### src/rtl/ram_iniciador_pkg.sv
// Shared definitions for the ram_iniciador RAM initiator: command op codes,
// FSM state encodings and the default RAM depth.
// Optional feature macro: RAMINI_READBACK_EN adds the VERIFY state.
package ram_iniciador_pkg;

    localparam int DEPTH_DEFAULT = 11;

    localparam logic [1:0] OP_RD   = 2'b00;
    localparam logic [1:0] OP_WR   = 2'b01;
    localparam logic [1:0] OP_FILL = 2'b10;
    localparam logic [1:0] OP_SUM  = 2'b11;

`ifdef RAMINI_READBACK_EN
    typedef enum logic [2:0] {
        ST_IDLE      = 3'd0,
        ST_RD        = 3'd1,
        ST_WR_SETUP  = 3'd2,
        ST_WR_STROBE = 3'd3,
        ST_WR_HOLD   = 3'd4,
        ST_DONE      = 3'd5,
        ST_VERIFY    = 3'd6
    } state_t;
`else
    typedef enum logic [2:0] {
        ST_IDLE      = 3'd0,
        ST_RD        = 3'd1,
        ST_WR_SETUP  = 3'd2,
        ST_WR_STROBE = 3'd3,
        ST_WR_HOLD   = 3'd4,
        ST_DONE      = 3'd5
    } state_t;
`endif

    // Fill and checksum walk a range of words; read and write touch one.
    function automatic logic is_block(input logic [1:0] op);
        return op[1];
    endfunction

    // Read and checksum only sample the RAM; write and fill strobe it.
    function automatic logic is_write(input logic [1:0] op);
        return (op == OP_WR) || (op == OP_FILL);
    endfunction

endpackage

### src/rtl/ram_iniciador_if.sv
// Command/response handshake plus the asynchronous RAM port of ram_iniciador.
// slave: the controller's view; master: the command source / RAM side.
interface ram_iniciador_if #(
    parameter int AW = 8,
    parameter int DW = 8
);
    logic          cmd_valid;
    logic          cmd_ready;
    logic [1:0]    cmd_op;
    logic [AW-1:0] cmd_dir;
    logic [DW-1:0] cmd_dato;
    logic [AW-1:0] cmd_len;

    logic          rsp_valid;
    logic [DW-1:0] rsp_dato;
    logic          rsp_err;

    logic [AW-1:0] mem_dir;
    logic [DW-1:0] mem_dato_e;
    logic          mem_en;
    logic [DW-1:0] mem_dato_s;

    modport slave (
        input  cmd_valid, cmd_op, cmd_dir, cmd_dato, cmd_len, mem_dato_s,
        output cmd_ready, rsp_valid, rsp_dato, rsp_err,
        output mem_dir, mem_dato_e, mem_en
    );

    modport master (
        output cmd_valid, cmd_op, cmd_dir, cmd_dato, cmd_len, mem_dato_s,
        input  cmd_ready, rsp_valid, rsp_dato, rsp_err,
        input  mem_dir, mem_dato_e, mem_en
    );
endinterface

### src/rtl/ram_iniciador_dirgen.sv
// Address/count generator for ram_iniciador: loads a base address and word
// count, then advances one word per step and flags the final word.
module ram_ini_dirgen #(
    parameter int AW = 8
) (
    input  logic          clk,
    input  logic          rst,
    input  logic          load,
    input  logic [AW-1:0] base,
    input  logic [AW-1:0] count,
    input  logic          step,
    output logic [AW-1:0] dir,
    output logic          last
);
    logic [AW-1:0] remaining;

    // Load wins over step; the address is the RAM address register itself.
    always_ff @(posedge clk or posedge rst) begin
        if (rst) begin
            dir       <= '0;
            remaining <= '0;
        end else if (load) begin
            dir       <= base;
            remaining <= count;
        end else if (step) begin
            dir       <= dir + AW'(1);
            remaining <= remaining - AW'(1);
        end
    end

    assign last = (remaining == AW'(1));

endmodule

### src/rtl/ram_iniciador.sv
// ram_iniciador: command-driven initiator for an asynchronous 8-bit RAM port.
// Optional feature macro: RAMINI_READBACK_EN (verify every written word).
//
//   state        | meaning
//   -------------+------------------------------------------------------
//   ST_IDLE      | cmd_ready high, RAM address/data held
//   ST_RD        | address driven, read data sampled at end of cycle
//   ST_WR_SETUP  | address/data driven, strobe low
//   ST_WR_STROBE | write strobe high for this single cycle
//   ST_WR_HOLD   | strobe low, address/data still held
//   ST_VERIFY    | (readback only) same address re-read and compared
//   ST_DONE      | one-cycle response pulse
module ram_iniciador
    import ram_iniciador_pkg::*;
#(
    parameter int AW    = 8,
    parameter int DW    = 8,
    parameter int DEPTH = DEPTH_DEFAULT
) (
    input logic             clk,
    input logic             rst,
    ram_iniciador_if.slave  bus
);
    localparam logic [AW:0] DEPTH_W = (AW+1)'(DEPTH);

    state_t        state;
    logic [1:0]    op;
    logic [DW-1:0] sum;
    logic [DW-1:0] sum_next;
    logic [AW:0]   end_dir;
    logic          rng_err;
    logic          len_zero;
    logic          accept;
    logic          load;
    logic          step;
    logic          last;
    logic [AW-1:0] dir;
`ifdef RAMINI_READBACK_EN
    logic          err_sticky;
    logic          mismatch;
`endif

    // Range check at AW+1 bits so dir+len cannot wrap into a false pass.
    assign end_dir  = {1'b0, bus.cmd_dir} + {1'b0, bus.cmd_len};
    assign rng_err  = is_block(bus.cmd_op) ? (end_dir > DEPTH_W)
                                           : ({1'b0, bus.cmd_dir} >= DEPTH_W);
    assign len_zero = is_block(bus.cmd_op) && (bus.cmd_len == '0);
    assign accept   = bus.cmd_valid && bus.cmd_ready;
    assign load     = accept && !rng_err && !len_zero;
    assign sum_next = sum + bus.mem_dato_s;

    // Advance to the next word at the end of each word's final cycle.
`ifdef RAMINI_READBACK_EN
    assign mismatch = (bus.mem_dato_s != bus.mem_dato_e);
    assign step = !last && ((state == ST_VERIFY) ||
                            ((state == ST_RD) && (op == OP_SUM)));
`else
    assign step = !last && ((state == ST_WR_HOLD) ||
                            ((state == ST_RD) && (op == OP_SUM)));
`endif

    ram_ini_dirgen #(.AW(AW)) u_dirgen (
        .clk   (clk),
        .rst   (rst),
        .load  (load),
        .base  (bus.cmd_dir),
        .count (is_block(bus.cmd_op) ? bus.cmd_len : AW'(1)),
        .step  (step),
        .dir   (dir),
        .last  (last)
    );

    assign bus.mem_dir = dir;

    // Command sequencer with registered strobe, ready and response outputs.
    always_ff @(posedge clk or posedge rst) begin
        if (rst) begin
            state          <= ST_IDLE;
            op             <= OP_RD;
            sum            <= '0;
            bus.cmd_ready  <= 1'b1;
            bus.mem_en     <= 1'b0;
            bus.mem_dato_e <= '0;
            bus.rsp_valid  <= 1'b0;
            bus.rsp_dato   <= '0;
            bus.rsp_err    <= 1'b0;
`ifdef RAMINI_READBACK_EN
            err_sticky     <= 1'b0;
`endif
        end else begin
            case (state)
                ST_IDLE: begin
                    if (accept) begin
                        op            <= bus.cmd_op;
                        sum           <= '0;
                        bus.cmd_ready <= 1'b0;
`ifdef RAMINI_READBACK_EN
                        err_sticky    <= 1'b0;
`endif
                        if (rng_err || len_zero) begin
                            state         <= ST_DONE;
                            bus.rsp_valid <= 1'b1;
                            bus.rsp_dato  <= '0;
                            bus.rsp_err   <= rng_err;
                        end else if (is_write(bus.cmd_op)) begin
                            state          <= ST_WR_SETUP;
                            bus.mem_dato_e <= bus.cmd_dato;
                        end else begin
                            state <= ST_RD;
                        end
                    end
                end
                ST_RD: begin
                    if (op == OP_RD) begin
                        state         <= ST_DONE;
                        bus.rsp_valid <= 1'b1;
                        bus.rsp_dato  <= bus.mem_dato_s;
                        bus.rsp_err   <= 1'b0;
                    end else begin
                        sum <= sum_next;
                        if (last) begin
                            state         <= ST_DONE;
                            bus.rsp_valid <= 1'b1;
                            bus.rsp_dato  <= sum_next;
                            bus.rsp_err   <= 1'b0;
                        end
                    end
                end
                ST_WR_SETUP: begin
                    state      <= ST_WR_STROBE;
                    bus.mem_en <= 1'b1;
                end
                ST_WR_STROBE: begin
                    state      <= ST_WR_HOLD;
                    bus.mem_en <= 1'b0;
                end
                ST_WR_HOLD: begin
`ifdef RAMINI_READBACK_EN
                    state <= ST_VERIFY;
`else
                    if (last) begin
                        state         <= ST_DONE;
                        bus.rsp_valid <= 1'b1;
                        bus.rsp_dato  <= '0;
                        bus.rsp_err   <= 1'b0;
                    end else begin
                        state <= ST_WR_SETUP;
                    end
`endif
                end
`ifdef RAMINI_READBACK_EN
                ST_VERIFY: begin
                    err_sticky <= err_sticky | mismatch;
                    if (last) begin
                        state         <= ST_DONE;
                        bus.rsp_valid <= 1'b1;
                        bus.rsp_dato  <= '0;
                        bus.rsp_err   <= err_sticky | mismatch;
                    end else begin
                        state <= ST_WR_SETUP;
                    end
                end
`endif
                ST_DONE: begin
                    state         <= ST_IDLE;
                    bus.rsp_valid <= 1'b0;
                    bus.cmd_ready <= 1'b1;
                end
                default: begin
                    state         <= ST_IDLE;
                    bus.mem_en    <= 1'b0;
                    bus.rsp_valid <= 1'b0;
                    bus.cmd_ready <= 1'b1;
                end
            endcase
        end
    end

endmodule

### src/flat_wrapper.sv
// flat-port wrapper written by rule: the top's interface ports become plain ports
module ram_iniciador_flat import ram_iniciador_pkg::*;
#(
    parameter int AW    = 8,
    parameter int DW    = 8,
    parameter int DEPTH = DEPTH_DEFAULT
)
  (clk, rst, bus_cmd_valid, bus_cmd_op, bus_cmd_dir, bus_cmd_dato, bus_cmd_len, bus_mem_dato_s, bus_cmd_ready, bus_rsp_valid, bus_rsp_dato, bus_rsp_err, bus_mem_dir, bus_mem_dato_e, bus_mem_en);
  ram_iniciador_if #(.AW(AW), .DW(DW)) bus_i ();
  input logic clk;
  input logic rst;
  input wire logic [$bits(bus_i.cmd_valid)-1:0] bus_cmd_valid;
  input wire logic [$bits(bus_i.cmd_op)-1:0] bus_cmd_op;
  input wire logic [$bits(bus_i.cmd_dir)-1:0] bus_cmd_dir;
  input wire logic [$bits(bus_i.cmd_dato)-1:0] bus_cmd_dato;
  input wire logic [$bits(bus_i.cmd_len)-1:0] bus_cmd_len;
  input wire logic [$bits(bus_i.mem_dato_s)-1:0] bus_mem_dato_s;
  output wire logic [$bits(bus_i.cmd_ready)-1:0] bus_cmd_ready;
  output wire logic [$bits(bus_i.rsp_valid)-1:0] bus_rsp_valid;
  output wire logic [$bits(bus_i.rsp_dato)-1:0] bus_rsp_dato;
  output wire logic [$bits(bus_i.rsp_err)-1:0] bus_rsp_err;
  output wire logic [$bits(bus_i.mem_dir)-1:0] bus_mem_dir;
  output wire logic [$bits(bus_i.mem_dato_e)-1:0] bus_mem_dato_e;
  output wire logic [$bits(bus_i.mem_en)-1:0] bus_mem_en;
  assign bus_i.cmd_valid = bus_cmd_valid;
  assign bus_i.cmd_op = bus_cmd_op;
  assign bus_i.cmd_dir = bus_cmd_dir;
  assign bus_i.cmd_dato = bus_cmd_dato;
  assign bus_i.cmd_len = bus_cmd_len;
  assign bus_i.mem_dato_s = bus_mem_dato_s;
  assign bus_cmd_ready = bus_i.cmd_ready;
  assign bus_rsp_valid = bus_i.rsp_valid;
  assign bus_rsp_dato = bus_i.rsp_dato;
  assign bus_rsp_err = bus_i.rsp_err;
  assign bus_mem_dir = bus_i.mem_dir;
  assign bus_mem_dato_e = bus_i.mem_dato_e;
  assign bus_mem_en = bus_i.mem_en;
  ram_iniciador #(.AW(AW), .DW(DW), .DEPTH(DEPTH)) u_core (.clk(clk), .rst(rst), .bus(bus_i));
endmodule
### config.mk
export PLATFORM = sky130hd
export DESIGN_NAME = ram_iniciador_flat
export DESIGN_NICKNAME = d
export VERILOG_FILES = /design/src/rtl/ram_iniciador_pkg.sv /design/src/rtl/ram_iniciador_if.sv /design/src/rtl/ram_iniciador_dirgen.sv /design/src/rtl/ram_iniciador.sv /design/src/flat_wrapper.sv
export SDC_FILE = /design/constraint.sdc
export NUM_CORES = 1
export LEC_CHECK = 0
export ABC_AREA = 1
export ABC_CLOCK_PERIOD_IN_PS = 3700
export CORE_MARGIN = 4
export CORE_UTILIZATION = 50
export DETAILED_ROUTE_END_ITERATION = 8
export PLACE_DENSITY = 0.86
export SETUP_SLACK_MARGIN = 0.15
export SLEW_MARGIN = 20
export SYNTH_ARGS = -nofsm -noshare
export SYNTH_HDL_FRONTEND = slang
export SYNTH_HIERARCHICAL = 1
export SYNTH_SLANG_ARGS = --single-unit
### constraint.sdc
create_clock -name clk -period 3.7 [get_ports clk]
set_clock_uncertainty 0.2 [all_clocks]
set_input_delay 0.37 -clock clk [delete_from_list [all_inputs] [get_ports clk]]
set_output_delay 0.37 -clock clk [all_outputs]
set_load 0.03 [all_outputs]
Word level (Yosys, flattened, before mapping)
Index checks and enable logic that the tools add are counted.

Register bits: 49. Input port bits: 37. Logic and storage cells: 98.

$add $sub $neg: 4. Magnitude comparators: 2. Equality and inequality tests: 14. Mux-type cells: 35. Bitwise operators: 3. Reduce and logical (&&, ||, !) cells: 29.

Operators by type and width (count): 8-bit 2-to-1 mux (12); 8-bit one-hot mux with 3 select lines (1); 8-bit one-hot mux with 2 select lines (1); 3-bit 2-to-1 mux (5); 3-bit one-hot mux with 5 select lines (1); 1-bit 2-to-1 mux (10); 8-bit by 8-bit adder with 9-bit output (1); 9-bit by 4-bit greater-than comparator with 1-bit output (second input constant) (1); 3-bit AND reduction (3); 8-bit by 1-bit adder with 8-bit output (second input constant) (1); 8-bit adder (1); 8-bit by 1-bit == test with 1-bit output (second input constant) (1); 8-bit by 4-bit greater-or-equal comparator with 1-bit output (second input constant) (1); 8-bit logical NOT (1); 4-bit OR reduction (2); 8-bit by 1-bit subtractor with 8-bit output (second input constant) (1); 3-bit by 2-bit == test with 1-bit output (second input constant) (2); 3-bit == test (second input constant) (2); 1-bit logical AND (6); 2-bit by 1-bit != test with 1-bit output (second input constant) (3); 2-bit AND reduction (3); 5-bit AND reduction (1); 2-bit == test (second input constant) (2); 1-bit one-hot mux with 2 select lines (2); other kinds (16) (23).

Depth between registers and ports, before layout
Gate-level depths: netlist (run 1).

Depth after elaboration: 7. Depth in mapped cells: 19. Gate-level depth less buffers: 18.

Hierarchy
The synthesis (run 1) kept the hierarchy.

By module, submodules not included: ram_iniciador (instances 1, cells an instance 347, area an instance 2442.3 um2, sequential area each 827.0 um2); ram_ini_dirgen (instances 1, cells an instance 130, area an instance 1019.7 um2, sequential area each 400.4 um2).

Least setup slack after synthesis (run 1)
OpenSTA, ideal clock, no wires.

Path kind: input to register. Start: input port bus_cmd_dir[0]. End: register u_core.u_dirgen.remaining[3]. Arrival: 2.404 ns. Path slack: 0.973 ns. Stages: 18. Buffers on the path: 2. Cells stage by stage: ha_1 -> fa_1 -> nand2_1 -> nand2_1 -> nand3_1 -> nand2_1 -> nand2_1 -> nand2_1 -> nor2_1 -> nand3_2 -> nand2_1 -> nand2_1 -> nor2_1 -> buf_4 -> nor2_4 -> buf_6 -> a22oi_2 -> nand2_1.

Cells in the longest elaborated chain, start to end: 7.

RTL lines: start: declaration (RTL line flat_wrapper.sv:14) `input wire logic [$bits(bus_i.cmd_dir)-1:0] bus_cmd_dir;`; 8-bit by 8-bit adder with 9-bit output (RTL line ram_iniciador.sv:44) `assign end_dir = {1'b0, bus.cmd_dir} + {1'b0, bus.cmd_len};`; 9-bit by 4-bit greater-than comparator with 1-bit output (RTL line ram_iniciador.sv:45) `assign rng_err = is_block(bus.cmd_op) ? (end_dir > DEPTH_W)`; 1-bit 2-to-1 mux * (RTL line ram_iniciador.sv:45); 1-bit logical NOT * (RTL line ram_iniciador.sv:49) `assign load = accept && !rng_err && !len_zero;`; 1-bit logical AND * (2 in series) (RTL line ram_iniciador.sv:49); via u_core.load (RTL line ram_iniciador.sv:34) `logic load;`; 8-bit 2-to-1 mux / 2-bit nonzero test (equally long branches); end signal: assignment (RTL line ram_iniciador_dirgen.sv:24) `remaining <= count;`; end signal: assignment (RTL line ram_iniciador_dirgen.sv:27) `remaining <= remaining - AW'(1);`; end: declaration (RTL line ram_iniciador_dirgen.sv:15) `logic [AW-1:0] remaining;`.

The timed path passes the listed nets; every way through them passes the cells marked *. A chain may end at the register's enable or synchronous reset.

Worst setup path after layout (run 1)
Start: input port bus_cmd_dir[0]. End: register u_core.u_dirgen.remaining[2].

Same word-level chain as after synthesis.

==> results of run 1 <==
==> worst reg2reg max path, delay by kind of cell, from the launching register on <==
family | cells | cell delay (ns)
DFF | 1 | 0.46
buffers and inverters | 1 | 0.10
and+or+nand+nor | 9 | 1.66
==> metrics by stage <==
stage / std cells / power (µW) / hold slack, ns
floorplan: 477 / 2090 / 0.0837
global placement: 619 / 2540 / 0.257
detailed placement: 619 / 2590 / 0.259
CTS: 627 / 2930 / 0.284
global route: 627 / 3200 / 0.302
finish: 627 / 2920 / 0.279
==> metal layers <==
metal  share of wire, %  up-vias  wire (µm)  global-route usage, %
met4                1.5        0        121                   6.91
met5                  0        -          0                      0
met3                5.2       12        430                   3.07
li1                   -     1702          -                      -
met2                 49      100       4020                   35.5
met1                 45     1552       3700                   27.1
==> flip-flops by register name, summed over array words and instances, names as in the netlist <==
register and cells:
u_core/bus.rsp_err 1, u_core/bus.rsp_valid 1, u_core/bus.cmd_ready 1, u_core/sum 8, u_core/bus.rsp_dato 8, u_core/bus.mem_en 1
u_core/u_dirgen/remaining 8, u_core/u_dirgen/dir 8, u_core/op 2, u_core/bus.mem_dato_e 8, u_core/state 3
==> Yosys cell counts, types with 2 or more instances <==
cell type and count:
a21oi_1 13, a22oi_1 2, a22oi_2 6, buf_2 3, buf_6 2, clkbuf_1 2
dfrtp_1 48, fa_1 2, ha_1 18, inv_1 67, nand2_1 143, nand3_1 43
nand3_2 4, nand4_1 20, nor2_1 37, nor2_2 3, nor2_4 2, nor3_1 3
nor4_1 3, o211ai_1 5, o21ai_0 20, o21bai_1 3, o22ai_1 2, or2_2 4
xor2_1 6
==> cell type report <==
type                            instances  area (µm²)
Timing Repair Buffer                   70         686
Clock buffer                            5        68.8
Multi-Input combinational cell        350        1920
Tap cell                               80         100
Fill cell                             573        2470
Sequential cell                        49        1230
Clock inverter                          3        21.3
Inverter                               70         265
==> how the worst max path moves through the flow <==
| stage | cells past startpoint | start | slack, ns | to |
|---|---|---|---|---|
| detailed placement | 19 | bus_cmd_dir[0] | 0.16 | u_core/u_dirgen/remaining[7]$_DFFE_PP0P_ |
| CTS | 19 | bus_cmd_dir[0] | 0.49 | u_core/u_dirgen/remaining[4]$_DFFE_PP0P_ |
| global route | 19 | bus_cmd_dir[0] | 0.19 | u_core/u_dirgen/remaining[3]$_DFFE_PP0P_ |
| global placement | 19 | bus_cmd_dir[0] | 0.27 | u_core/u_dirgen/remaining[7]$_DFFE_PP0P_ |
| floorplan | 18 | bus_cmd_dir[0] | 0.97 | u_core/u_dirgen/remaining[3]$_DFFE_PP0P_ |
| finish | 19 | bus_cmd_dir[0] | 0.47 | u_core/u_dirgen/remaining[2]$_DFFE_PP0P_ |
==> cell families after synthesis <==
group,synth area share [%]
xor gates and xnor gates,1.77
DFF,35.5
and+or+nand+nor,35.0
AOI/OAI and AO/OA,11.0
buffers and inverters,9.18
adders and majority gates,7.66
==> power groups by stage <==
| stage | clock [µW] | sequential (µW) | combinational (µW) |
|---|---|---|---|
| after floorplan | 0 | 1060 | 1030 |
| after global placement | 0 | 904 | 1640 |
| after detailed placement | 0 | 911 | 1680 |
| after CTS | 340 | 900 | 1690 |
| after global routing | 360 | 929 | 1910 |
| final | 331 | 901 | 1690 |
==> impl_results.md, run 1 <==
* Status: finished, final reports clean
* DRT iter0 DRCs at ~220
* Post-route cell area at between 4000 and 5000 µm²
* Clk root buf: clkbuf_8
* Worst-Margin Slew at 0.837 ns
* Clock buffer depth at 2
* Commonest non-fill, non-tap cell in the layout: nand2_1
* Average size of a mapped cell at 7.26 µm²
* Cells along the critical path: clkdlybuf4s50_1 > ha_1 > fa_1 > nand2_1 > nand2_1 > nand3_1 > nand2_1 > nand2_1 > nand2_1 > nor2_1 > nand3_2 > nand2_1 > nand2_1 > nor2_1 > inv_2 > nand2_4 > inv_4 > o21ai_0 > nand2_1
* Area Overhead vs Synth at 23.8%
* DR vias at between 3k and 4k
* Combinational power share at between 50% and 60%
* Peak VDD IR at 0.383 mV
* CP Launch Type: input pin
* Pwr/cell area at 681 nW/µm²
* Drt wl/cell at 13.2 µm
* First-pass GRT wire length at between 10 and 15 mm
* Util after Layout at 63.4%
* RD Place Congestion at 0.896
* R2r startpoint: u_core/u_dirgen/remaining[6]$_DFFE_PP0P_
* Worst Path Required at approximately 3.7 ns
* Post-DR vias/cell at between 5 and 6
* CTS tree: built
* Post-Route WL at 8.27 mm
* Top achievable clock speed at 310 MHz
* Die Width at ~91 µm
* Min Tclk post-route at around 3.2 ns
* EDFF count, synth at 0
* Worst r2r path cells at 10
* Hpwl dp at approximately 6.5 mm
* Synth unique cells at just over 40
* Period utilisation layout at 87.3%
* Commonest non-fill, non-tap cells in the layout: nand2_1, inv_1, clkdlybuf4s50_1
* Inserted Clock Buffers at 5
* Largest net degree at the start of global routing at 34
* P_leak at 0.00217 µW
* Crit end category: flop
* H-tree depth at 2
* CP max-delay cell: clkdlybuf4s50_1
* Switching power at approximately 1400 µW
* Post-CTS Resized at 0
* Initial Util at 51.2%
* Post-CTS Hold Buffers at 0
* # setup viols final at 0
* Ys async rst share at 100%
* Clock latency on the worst-skew pair at 0.31 ns
* Worst hold path type: input pin to asynchronous set/reset pin
* WP buf/inv at 3
* Drt first pass iters at 5
* Top cells by area, synth: dfrtp_1, nand2_1, inv_1
* Critical path's top delay family: simple AND/OR/NAND/NOR gates
* Synth Flop Type: dfrtp_1
* FF-to-FF setup slack at 1.21 ns
* Int Power at 1500 µW
* Sequential area share after synthesis at a little over a third
* Slew HR at 44.0%
* Cell with the most instances on the worst path: nand2_1
* CTS clk-pin slew, worst paths at roughly 0.10 ns
* Yosys top cell area share at a little over a third
* Die area at approximately 8300 µm²
* Sum Neg Setup Slack at 0 ns
* Antenna violations before repair at 0
* Postcts setup bufs at 0
* Sw Share at 48.7%
* Cell taking the most area after synthesis: dfrtp_1
* Part of the power in registers at 30.9%
* Area after DPL at approximately 4200 µm²
* Synth Net Count at 534
* Post-Synthesis Cells at 477
* RSZ-0062 raised after global routing: no
* Setup ws final at 0.470 ns
* CP Max Fanout at 9
* Max Cap Viol at 0
* Num rows at 30
* Top Ports at between 60 and 70
* Final Hold Fails at 0
* Detail Route Antenna Nets at 0
* Area of the mapped netlist at 3460 µm²
* DIE HEIGHT at 91.2 µm
* Total GRT Usage at about a fifth
* Residual DRC count at 0
* Slowest Stage Delay on Critical Path at 0.46 ns
* Number of global-route vias before repair at 3240
* Critical Path AT at 3.22 ns
* IO Port Bufs at 64
* Final Max Tran Viols at 0
* # nets final at around 600
* Critical R2R Capture: u_core/bus.rsp_dato[7]$_DFFE_PP0P_
* #FFs+latches synth at 49
* Synth warn at 6
* Diode count at 0
* Remaining Overflow, GRT at 0
* CTS sink cnt at 49
* Setup WS pre-CTS at 0.162 ns
* Share of layout cells above drive strength 1 at under 10%
* Core area at a little under 7000 µm²
* Crit Path Category: input pin to flop
* Clock share of power at 11.3%
No activity file was read; power rests on OpenSTA's default activity.
==> run 2, diff against run 1 <==
--- a/config.mk
+++ b/config.mk
@@ -6,9 +6,9 @@
 export NUM_CORES = 1
 export LEC_CHECK = 0
 export ABC_AREA = 1
-export ABC_CLOCK_PERIOD_IN_PS = 3700
+export ABC_CLOCK_PERIOD_IN_PS = 2700
 export CORE_MARGIN = 4
-export CORE_UTILIZATION = 50
+export CORE_UTILIZATION = 48
 export DETAILED_ROUTE_END_ITERATION = 8
 export PLACE_DENSITY = 0.86
 export SETUP_SLACK_MARGIN = 0.15
==> constraint.sdc (replaced) <==
create_clock -name clk -period 2.7 [get_ports clk]
set_clock_uncertainty 0.2 [all_clocks]
set_input_delay 0.27 -clock clk [delete_from_list [all_inputs] [get_ports clk]]
set_output_delay 0.27 -clock clk [all_outputs]
set_load 0.03 [all_outputs]
==> run 2 against run 1 <==
  * Via count grew 7.1%
  * Global-route usage grew 1.3 points
  * Clock-buffer cell count grew 1
  * Critical path type unchanged
  * Critical path depth shrank 4
==> impl_results.md, run 2 (synthesis gave the netlist of run 1 again) <==
* Inserted Clock Buffers at 5 (unchanged)
* Min Tclk post-route at 2.50 ns
* P_leak at 0.00242 µW (+12%)
* Util after Layout at 68.5% (+5.1 points)
* # nets final at 637 (+5.6%)
* Commonest non-fill, non-tap cells in the layout: nand2_1, inv_1, clkdlybuf4s50_1
* Peak VDD IR at 0.566 mV (+48%)
* Post-DR vias/cell at 5.32 (-0.84%)
* Max Cap Viol at 0 (unchanged)
* Initial Util at 50.1% (-1.1 points)
* Post-CTS Hold Buffers at 0 (unchanged)
* Area after DPL at 4450 µm² (+6.1%)
* Die Width at 92.9 µm (+1.9%)
* Clock latency on the worst-skew pair at 0.30 ns (about the same)
* CP Launch Type: input pin
* Cell count after placement at 664 (+7.3%)
* Top achievable clock speed at 400 MHz
* Post-Route WL at 9.65 mm (+17%)
* Critical Path AT at 2.49 ns (-0.73 ns)
* Diode count at 0 (unchanged)
* Largest net degree at the start of global routing at 34 (unchanged)
* Status: finished, final reports clean
* Final Max Tran Viols at 0 (unchanged)
* Drt first pass iters at 5 (unchanged)
* Share of layout cells above drive strength 1 at 15.8% (+8.2 points)
* Slew HR at 56.6% (+13 points)
* Post-route cell area at 4730 µm² (+10%)
* Period utilisation layout at 92.6%
* Area Overhead vs Synth at 36.6%
* RD Place Congestion at 0.908 (+1.3%)
* CTS sink cnt at 49 (unchanged)
* CP Max Fanout at 6 (-3)
* Clk root buf: clkbuf_8
* Final std cells w/o fill at 677 (+8.0%)
* Drt wl/cell at 14.2 µm (+8.0%)
* Worst hold path type: input pin to asynchronous set/reset pin
* Clock buffer depth at 2 (unchanged)
* Core area at 6910 µm² (+2.2%)
* Commonest non-fill, non-tap cell in the layout: nand2_1
* H-tree depth at 2 (unchanged)
* Detail Route Antenna Nets at 0 (unchanged)
* Number of global-route vias before repair at 3424 (+5.7%)
* Worst-Margin Slew at 0.651 ns (-0.186 ns)
* RSZ-0062 raised after global routing: no
* # setup viols final at 0 (unchanged)
* Residual DRC count at 0 (unchanged)
* Hold slack final at 0.182 ns (-0.0971 ns)
* DRT iter0 DRCs at 321 (+45%)
* Overall power at 4300 µW (+47%)
* CTS clk-pin slew, worst paths at 0.09 ns (about the same)
* Die area at 8640 µm² (+3.8%)
* IO Port Bufs at 64 (unchanged)
* CTS tree: built
* Top Ports at 65 (unchanged)
* DIE HEIGHT at 92.9 µm (+1.9%)
* Total GRT Usage at 22.1% (+1.3 points)
* Hpwl dp at 6.98 mm (+6.6%)
* Crit end category: flop
* First-pass GRT wire length at 15.6 mm (+7.6%)
* Antenna violations before repair at 0 (unchanged)
* Remaining Overflow, GRT at 0 (unchanged)
* Crit Path Category: input pin to flop
* Final Hold Fails at 0 (unchanged)
* Worst Path Required at 2.69 ns (-1.00 ns)
* DR vias at 3604 (+7.1%)
* Num rows at 30 (unchanged)
* Pwr/cell area at 909 nW/µm² (+33%)
-- run 2: timing repair --
| item | 4_1_cts | 5_1_grt |
|---|---|---|
| pin swaps | 5 | 6 |
| endpoints found under the setup margin | 21 | 25 |
| resized for setup | 12 | 23 |
| setup buffers | 3 | 1 |
| gates cloned | 1 | 0 |
-- run 2: area by class of cell --
cell class | instances | area [µm²]
Tap cell | 96 | 120
Multi-Input combinational cell | 351 | 2030
Sequential cell | 49 | 1230
Clock buffer | 6 | 82.6
Fill cell | 550 | 2180
Inverter | 70 | 268
Clock inverter | 2 | 37.5
Timing Repair Buffer | 103 | 968
-- run 2: final timing paths --
kind	to	slack, ns	cells past startpoint	start
worst max-delay path	u_core/u_dirgen/dir[4]$_DFFE_PP0P_	0.20	15	bus_cmd_dir[7]
worst min-delay path	u_core/u_dirgen/remaining[3]$_DFFE_PP0P_	0.18	2	rst
worst max register to register	u_core/u_dirgen/dir[4]$_DFFE_PP0P_	0.28	10	u_core/u_dirgen/remaining[6]$_DFFE_PP0P_
worst min register to register	u_core/bus.mem_dato_e[7]$_DFFE_PP0P_	0.27	2	u_core/bus.mem_dato_e[7]$_DFFE_PP0P_
max in group asynchronous	u_core/u_dirgen/dir[2]$_DFFE_PP0P_	1.70	2	rst
min in group clk	u_core/u_dirgen/dir[3]$_DFFE_PP0P_	0.27	4	bus_cmd_dir[3]
-- run 2: critical path, stage by stage --
cell and delay, ns:
clkdlybuf4s50_1 0.46, ha_1 0.38, nand2_1 0.12, nand2_1 0.08, nor2_1 0.12, nand4_1 0.10, nor2_2 0.11, nand3_2 0.09
nand2_2 0.07, nand2_1 0.07, nor2_2 0.10, buf_6 0.16, nor2_4 0.07, a22oi_1 0.18, o21ai_1 0.10
-- run 2: stage by stage --
step	TNS, ns	setup WS (ns)
after floorplan	0	0.162
after global placement	-4.77	-0.244
after detailed placement	-7.36	-0.343
after CTS	0	0.147
after global routing	0	0.112
final	0	0.201
-- run 2: layer usage --
metal	wire, µm	track usage [%]	vias up
li1	-	-	1765
met1	4090	28.4	1659
met4	222	6.84	0
met2	4770	38.3	158
met5	0	0	-
met3	568	3.41	22
-- run 2: power by group --
| group | switching, µW | internal, µW | total [µW] |
|---|---|---|---|
| combinational | 1550 | 946 | 2490 |
| sequential | 235 | 1010 | 1250 |
| clock | 254 | 301 | 556 |
==> run 3, diff against run 2 <==
--- a/config.mk
+++ b/config.mk
@@ -8,9 +8,11 @@
 export ABC_AREA = 1
 export ABC_CLOCK_PERIOD_IN_PS = 2700
 export CORE_MARGIN = 4
-export CORE_UTILIZATION = 48
+export CORE_UTILIZATION = 49
+export CTS_BUF_LIST = sky130_fd_sc_hd__clkbuf_4
+export CTS_CLUSTER_SIZE = 20
 export DETAILED_ROUTE_END_ITERATION = 8
-export PLACE_DENSITY = 0.86
+export PLACE_DENSITY = 0.88
 export SETUP_SLACK_MARGIN = 0.15
 export SLEW_MARGIN = 20
 export SYNTH_ARGS = -nofsm -noshare
==> run 3 against run 2 <==
  * Register-to-register slack improved by 0.08 ns
  * Clock power decreased by 6.7%
  * Design area is 1.1% lower
  * Non-clock buffer count is the same
  * Combinational power about the same
  * Wire length fell by 6.8%
  * Clock-buffer cell count fell by 1
  * Global-route usage fell by 1.2 points
  * Largest cell class unchanged
==> impl_results.md, run 3 (synthesis gave the netlist of run 1 again) <==
* Status: finished, final reports clean
* Final Hold Fails at 0 (unchanged)
* # nets final at 636 (-0.16%)
* Area Overhead vs Synth at 35.1%
* Commonest non-fill, non-tap cell in the layout: nand2_1
* Largest net degree at the start of global routing at 34 (unchanged)
* CP max-delay cell: fa_2
* Die Width at 92.1 µm (-0.94%)
* Worst-Margin Slew at 0.611 ns (-0.0398 ns)
* Peak VDD IR at 0.628 mV (+11%)
* Cells along the critical path: dlygate4sd2_1 > ha_2 > fa_2 > nand2_2 > nand2_2 > nand3_2 > nand2_1 > nand2_1 > nand2_1 > nor2_1 > nand3_2 > nand2_2 > nand2_2 > nor2_2 > buf_4 > nor2_4 > buf_12 > a22oi_1 > o21ai_1
* FF-to-FF setup slack at 0.36 ns (+0.08 ns)
* Clock latency on the worst-skew pair at 0.37 ns (+0.07 ns)
* Detail Route Antenna Nets at 0 (unchanged)
* Critical R2R Capture: u_core/u_dirgen/remaining[0]$_DFFE_PP0P_
* Num rows at 30 (unchanged)
* Inserted Clock Buffers at 5 (unchanged)
* Initial Util at 50.7% (+0.55 points)
* Antenna violations before repair at 0 (unchanged)
* Total GRT Usage at 21.0% (-1.2 points)
* R2r startpoint: u_core/u_dirgen/remaining[6]$_DFFE_PP0P_
* Top achievable clock speed at 405 MHz (+1.2%)
* Share of layout cells above drive strength 1 at 15.3% (-0.49 points)
* Residual DRC count at 0 (unchanged)
* Hpwl dp at 6.77 mm (-3.0%)
* Diode count at 0 (unchanged)
* Pwr/cell area at 906 nW/µm² (-0.33%)
* DR vias at 3532 (-2.0%)
* First-pass GRT wire length at 14.9 mm (-4.5%)
* H-tree depth at 2 (unchanged)
* Top Ports at 65 (unchanged)
* Post-Route WL at 8.99 mm (-6.8%)
* Worst Path Required at 2.77 ns (+0.08 ns)
* Critical Path AT at 2.54 ns (+0.05 ns)
* Worst r2r path cells at 11 (+1)
* CP Max Fanout at 12 (+6)
* Final Max Tran Viols at 0 (unchanged)
* Crit Path Category: input pin to flop
* Period utilisation layout at 91.5% (-1.1 points)
* Drt wl/cell at 13.3 µm (-6.7%)
* Remaining Overflow, GRT at 0 (unchanged)
* CTS tree: built
* RD Place Congestion at 0.917 (+0.98%)
* Slew HR at 59.2% (+2.7 points)
* Clk root buf: clkbuf_4
* Critical path's top delay family: simple AND/OR/NAND/NOR gates
* Min Tclk post-route at 2.47 ns (-0.0285 ns)
* CP Launch Type: input pin
* Drt first pass iters at 5 (unchanged)
* P_leak at 0.00239 µW (-1.4%)
* DRT iter0 DRCs at 297 (-7.5%)
* Post-DR vias/cell at 5.22 (-1.9%)
* IO Port Bufs at 64 (unchanged)
* Cell with the most instances on the worst path: nand2_2
* WP buf/inv at 3 (+1)
* Util after Layout at 68.5% (about the same)
* Die area at 8470 µm² (-1.9%)
* DIE HEIGHT at 92.1 µm (-0.94%)
* Max Cap Viol at 0 (unchanged)
* # setup viols final at 0 (unchanged)
* Worst hold path type: input pin to asynchronous set/reset pin
* Number of global-route vias before repair at 3328 (-2.8%)
* CTS sink cnt at 49 (unchanged)
* Commonest non-fill, non-tap cells in the layout: nand2_1, inv_1, clkdlybuf4s50_1
* CTS clk-pin slew, worst paths at 0.14 ns (+0.05 ns)
* RSZ-0062 raised after global routing: no
* Slowest Stage Delay on Critical Path at 0.38 ns (-0.08 ns)
* Core area at 6830 µm² (-1.1%)
* Crit end category: flop
* Clock buffer depth at 2 (unchanged)
* Cell count after placement at 664 (unchanged)
* Final std cells w/o fill at 676 (-0.15%)
==> run 3: how the worst max path moves through the flow <==
stage	end	depth (start not counted)	start	slack (ns)
floorplan	u_core/u_dirgen/remaining[3]$_DFFE_PP0P_	18	bus_cmd_dir[0]	0.16
global placement	u_core/u_dirgen/remaining[7]$_DFFE_PP0P_	20	bus_cmd_dir[0]	-0.23
detailed placement	u_core/u_dirgen/remaining[2]$_DFFE_PP0P_	20	bus_cmd_dir[0]	-0.29
CTS	u_core/u_dirgen/remaining[1]$_DFFE_PP0P_	16	bus_cmd_dir[4]	0.21
global route	u_core/u_dirgen/remaining[7]$_DFFE_PP0P_	20	bus_cmd_len[0]	0.10
finish	u_core/u_dirgen/dir[3]$_DFFE_PP0P_	19	bus_cmd_len[0]	0.23
==> run 3: final cells by class <==
| class | instances | area, µm² |
|---|---|---|
| fill | 528 | 2150 |
| multi-input combinational | 350 | 2010 |
| sequential | 49 | 1230 |
| timing repair buffer | 103 | 956 |
| inverter | 70 | 265 |
| tap | 96 | 120 |
| clock inverter | 3 | 65.1 |
| clock buffer | 5 | 37.5 |
==> run 3: routing by layer <==
layer,track usage (%),up-vias,part of all wire [%]
met2,37.2,117,50
met1,26.7,1625,44
met3,3.53,16,4.6
met5,0,-,0
met4,4.83,0,1.4
li1,-,1774,-
==> run 3: where the power goes <==
group          total [µW]  internal [µW]  switching, µW
combinational        2480            972           1510
clock                 519            287            232
sequential           1240           1010            225
total                4240           2270           1970
==> run 3: stage by stage <==
| step | total power (µW) | cell area [µm²] | setup WS, ns | setup TNS [ns] | hold WS [ns] |
|---|---|---|---|---|---|
| after floorplan | 2870 | 3470 | 0.162 | 0 | -0.0163 |
| after global placement | 3510 | 4440 | -0.230 | -5.47 | 0.253 |
| after detailed placement | 3600 | 4440 | -0.291 | -7.45 | 0.262 |
| after CTS | 4170 | 4570 | 0.209 | 0 | 0.101 |
| after global routing | 4620 | 4680 | 0.103 | 0 | 0.148 |
| final | 4240 | 4680 | 0.229 | 0 | 0.0925 |
==> run 3: timing repair <==
action                                  in CTS  in global routing
gates resized for setup                      5                 18
pin swaps                                    4                  6
endpoints found under the setup margin      12                 24
setup buffers                                3                  1
gates cloned                                 0                  0
hold buffers                                 0                  0
